File: config.mk
export PLATFORM = sky130hd
export DESIGN_NAME = button_debounce8
export DESIGN_NICKNAME = d
export VERILOG_FILES = /design/src/rtl/button_debounce8.sv
export SDC_FILE = /design/constraint.sdc
export NUM_CORES = 1
export LEC_CHECK = 0
export ABC_CLOCK_PERIOD_IN_PS = 1950
export CORE_ASPECT_RATIO = 0.9
export CORE_MARGIN = 4
export CORE_UTILIZATION = 39
export CTS_BUF_LIST = sky130_fd_sc_hd__clkbuf_2 sky130_fd_sc_hd__clkbuf_4 sky130_fd_sc_hd__clkbuf_8
export CTS_CLUSTER_SIZE = 24
export DETAILED_ROUTE_END_ITERATION = 10
export PLACE_DENSITY = 0.7
export SYNTH_ARGS = -nofsm -noshare
export SYNTH_HDL_FRONTEND = slang
export SYNTH_SLANG_ARGS = --single-unit
File: constraint.sdc
create_clock -name clk -period 1.95 [get_ports clk]
set_input_delay 0.195 -clock clk [delete_from_list [all_inputs] [get_ports clk]]
set_output_delay 0.195 -clock clk [all_outputs]
set_load 0.01 [all_outputs]
File: src/rtl/button_debounce8.sv
// ============================================================================
// Module   : button_debounce8
// Brief    : N-channel push-button conditioner: 2-FF synchroniser, shared
//            sample-tick prescaler, per-channel stability counter, and
//            one-cycle press/release pulses.
// Options  : DEBOUNCE_ACTIVE_LOW_EN - invert raw_in for pull-up buttons.
// Revision : 1.0 - initial release
// ============================================================================
`default_nettype none

module button_debounce8 #(
  parameter int N          = 8,
  parameter int TICK_DIV   = 1000,
  parameter int STABLE_CNT = 4
) (
  input  logic         clk,
  input  logic         reset,
  input  logic [N-1:0] raw_in,
  output logic [N-1:0] clean,
  output logic [N-1:0] press,
  output logic [N-1:0] rel,
  output logic         any_pressed
);

  localparam int PW = (TICK_DIV > 1) ? $clog2(TICK_DIV) : 1;
  localparam int CW = (STABLE_CNT > 1) ? $clog2(STABLE_CNT + 1) : 1;
  localparam logic [PW-1:0] TICK_LAST = PW'(TICK_DIV - 1);
  localparam logic [CW-1:0] CNT_LAST  = CW'(STABLE_CNT - 1);

  logic [N-1:0]  raw_lvl;
  logic [N-1:0]  s1;
  logic [N-1:0]  s2;
  logic [N-1:0]  clean_nxt;
  logic [PW-1:0] pcnt;
  logic          tick;
  logic [CW-1:0] cnt     [N];
  logic [CW-1:0] cnt_nxt [N];

  // Polarity is normalised before the synchroniser so everything after it
  // sees pressed = 1.
`ifdef DEBOUNCE_ACTIVE_LOW_EN
  assign raw_lvl = ~raw_in;
`else
  assign raw_lvl = raw_in;
`endif

  assign tick = (pcnt == TICK_LAST);

  always_comb begin
    clean_nxt = clean;
    for (int i = 0; i < N; i++) begin
      cnt_nxt[i] = cnt[i];
      if (tick) begin
        if (s2[i] == clean[i]) begin
          cnt_nxt[i] = '0;
        end else if (cnt[i] == CNT_LAST) begin
          clean_nxt[i] = s2[i];
          cnt_nxt[i]   = '0;
        end else begin
          cnt_nxt[i] = cnt[i] + 1'b1;
        end
      end
    end
  end

  always_ff @(posedge clk) begin
    if (reset) begin
      s1          <= '0;
      s2          <= '0;
      pcnt        <= '0;
      clean       <= '0;
      press       <= '0;
      rel         <= '0;
      any_pressed <= 1'b0;
      for (int i = 0; i < N; i++) begin
        cnt[i] <= '0;
      end
    end else begin
      s1          <= raw_lvl;
      s2          <= s1;
      pcnt        <= tick ? '0 : pcnt + 1'b1;
      clean       <= clean_nxt;
      press       <= clean_nxt & ~clean;
      rel         <= ~clean_nxt & clean;
      any_pressed <= |clean_nxt;
      for (int i = 0; i < N; i++) begin
        cnt[i] <= cnt_nxt[i];
      end
    end
  end

endmodule

`default_nettype wire

==> results of run 1 <==
## per-layer routing
metal | vias up | GRT usage
li1 | 1088 | -
met1 | 988 | 0.166
met2 | 40 | 0.228
met3 | 6 | 0.0530
met4 | 0 | 0.0409
met5 | - | 0
## worst min-delay path: stages
cell	delay (ns)
buf_2	0.10
buf_4	0.27
a21oi_1	0.06
## power by group through the flow
stage	combinational [mW]	clock, mW	sequential [mW]
after detailed placement	0.0730	0	1.60
after floorplan	0.0470	0	1.60
after global placement	0.0719	0	1.60
after CTS	0.0732	1.14	1.56
after global routing	0.0808	1.21	1.57
final	0.0724	1.09	1.56
## cells by family after synthesis
kind of cell / Yosys count / share of synthesized area
buf+inv: 17 / 0.0318
xor+xnor: 14 / 0.0427
flops: 75 / 0.522
fa+ha+maj: 9 / 0.0392
mux: 8 / 0.0279
simple gates: 130 / 0.247
compound gates: 37 / 0.0893
## area by class of cell
class                   count  area, µm²
well taps                  93        116
clock inverters             6       48.8
fillers                   697       3580
inverters                   2       7.51
flip-flops and latches     75       1500
clock buffers              10        138
repair buffers             46        429
multi-input cells         198       1290
## registers in the layout, indices dropped and copies added (netlist names)
register	cells
cnt	24
rel	8
any_pressed	1
press	8
s1	8
clean	8
s2	8
pcnt	10
## cell usage in the layout, fill, tap and decap left out, types with 7 or more instances in the layout
cell	n
mux2i_1	8
buf_4	11
ha_1	9
clkbuf_8	10
o21ai_0	8
dfxtp_1	75
clkdlybuf4s50_1	33
a21oi_1	18
and3b_1	7
nand3b_1	7
and3_1	8
xnor2_1	9
nor3_1	16
nand2_1	22
nor2_1	22
nor2b_1	24
nand3_1	12
a211oi_2	8
## through the flow
stage,area (µm²),utilization,hold WS (ns),instances,total power [mW]
global placement,3340,0.470,0.419,414,1.67
global route,3530,0.496,0.338,430,2.85
floorplan,2870,-,0.323,290,1.64
CTS,3530,0.496,0.309,430,2.77
finish,3530,0.496,0.325,430,2.73
detailed placement,3340,0.470,0.425,414,1.67
## repair_timing
item	in CTS	in global routing
gates resized for setup	0	1
hold buffers	0	0
buffers inserted	0	0
endpoints found under the setup margin	0	6
## worst max path at each step
stage	to
after floorplan	any_pressed
after global placement	cnt[0][11]
after detailed placement	cnt[1][8]
after CTS	cnt[0][2]
after global routing	any_pressed
final	any_pressed
==> summary.md, run 1 <==
| Metric | Value |
|---|---|
| Status | `finished clean` |
| Worst Min Path Start | `reset` |
| EDFF count, synth | `0` |
| Clock Latency Late Sink | `between 0.3 and 0.4 ns` |
| Max Freq | `between 0.5 and 0.6 GHz` |
| CP Class | `flop to flop` |
| Final Cycle Share | `0.908` |
| First-pass GRT wire length | `9420 µm` |
| Area contributors post-synth | `dfxtp_1 52%, nor2b_1 5.2%, ha_1 3.9%` |
| R2r endpoint | `any_pressed` |
| DP Worst Slack | `0.136 ns` |
| Final hold viol count | `0` |
| Share of layout cells above drive strength 1 | `0.116` |
| Int Power | `2.09 mW` |
| CTS tree | `yes` |
| Post-DP HPWL | `3820 µm` |
| RSZ-0062 raised after global routing | `false` |
| Worst vdd ir | `0.396 mV` |
| CP delay by family, top | `simple AND/OR/NAND/NOR gates` |
| Largest net degree at the start of global routing | `37` |
| Top FF cell, synth | `dfxtp_1` |
| Avg Cell Area, Syn | `9.91 µm²` |
| Cells after synthesis | `290` |
| Setup crit end kind | `flop` |
| Netlist Area Pre-Place | `roughly 2900 µm²` |
| Hold path depth | `3` |
| Worst setup SP type | `flop` |
| CORE AREA | `7110 µm²` |
| Worst path slowest cell | `dfxtp_1` |
| Gpl congestion | `0.779` |
| Met2 WL post-DR | `approximately 2600 µm` |
| Post-synth ARST share | `0` |
| # diodes | `0` |
| Hold crit path type | `primary input to flop` |
| Pwr/cell area | `a little under 800 nW/µm²` |
| Share of the synthesized area in the top cell type | `0.522` |
| Worst path required time | `2.18 ns` |
| WP depth | `7` |
| Tot GR Track Use | `0.137` |
| CP Data Arrival Time | `2.00 ns` |
| Bufs and invs on worst path | `1` |
| TritonCTS Buffers | `9` |
| Switching Power | `0.635 mW` |
| Post-synth cell types | `29` |
| Via count | `2,122` |
| M1 wire length | `2560 µm` |
| H-tree depth | `3` |
| Sequential share of power | `0.573` |
| Net Sw Frac | `0.233` |
| Crit path top cell by count | `nor3_1` |
| Vias in the first global route | `roughly 2,000` |
| Initial Util | `0.404` |
| Global route total overflow | `0` |
| Area leader, netlist | `dfxtp_1` |
| Start of the worst register-to-register path | `pcnt[0]` |
| Detail Route Antenna Nets | `0` |
| Iter 0 DRT Violations | `61` |
| Flops & latches, synth | `75` |
| Die height | `just under 90 µm` |
| Clock root buffer | `clkbuf_8` |
| Leak | `around 1.3 nW` |
| Initial antenna violation count | `0` |
| I/O pins | `35` |
| Slew @ Worst Pin | `0.463 ns` |
| PortBufs | `34` |
| Max-cap violations | `0` |
| Worst setup startpoint | `pcnt[0]` |
| Die extent in x | `98.5 µm` |
| Area grow syn2layout | `22.9%` |
| DIE AREA | `a little under 9000 µm²` |
| Synth Net Count | `309` |
| CTS max path bufs | `2` |
| Final Worst Setup Slack | `0.179 ns` |
| Count leader, synth | `dfxtp_1` |
| Clock Sinks | `75` |
| Flop2flop setup slack | `0.18 ns` |
| DRC viols | `0` |
| Crit path time final | `1.77 ns` |
| Yosys warning count | `0` |
| CTS clk-pin slew, worst paths | `0.09 ns` |
| Final nets | `approximately 350` |
| Routed length per instance | `12.8 µm` |
| Gate power share | `0.027` |
| Uppermost layer routed | `met4` |
| Sequential area share after synthesis | `0.522` |
| Vias per inst | `4.93` |
| Hold EP | `cnt[0][7]` |
| Reg2Reg Depth | `7` |
| TNS Setup | `0 ns` |
| Pins Over Slew Limit | `0` |
| Drt first pass iters | `4` |
| Slew Limit Headroom | `0.683` |
| Row Count | `29` |
| CP cell instances | `ha_1, nand2_1, nor3_1, nand2b_1, buf_4, nor3_1, a311oi_1` |
| Final Skew | `0.0126 ns` |
| Clk pwr share | `0.401` |
| Slowest stage delay, CP | `0.40 ns` |
| Synth top cells by count | `75 x dfxtp_1, 24 x nor2b_1, 22 x nand2_1, 22 x nor2_1, 18 x a21oi_1` |
| Met3 WL | `286 µm` |
| CP max FO | `15` |
| Post-Route WL | `5500 µm` |
| # setup viols final | `0` |
(Power assumes the default switching activity.)
==> inputs of run 2 (changes only) <==
- CTS_CLUSTER_SIZE: 24 -> 12
- TNS_END_PERCENT: not set -> 30
==> results of run 2 <==
Same layout as run 1: the final DEF is identical, and so are final timing and power.
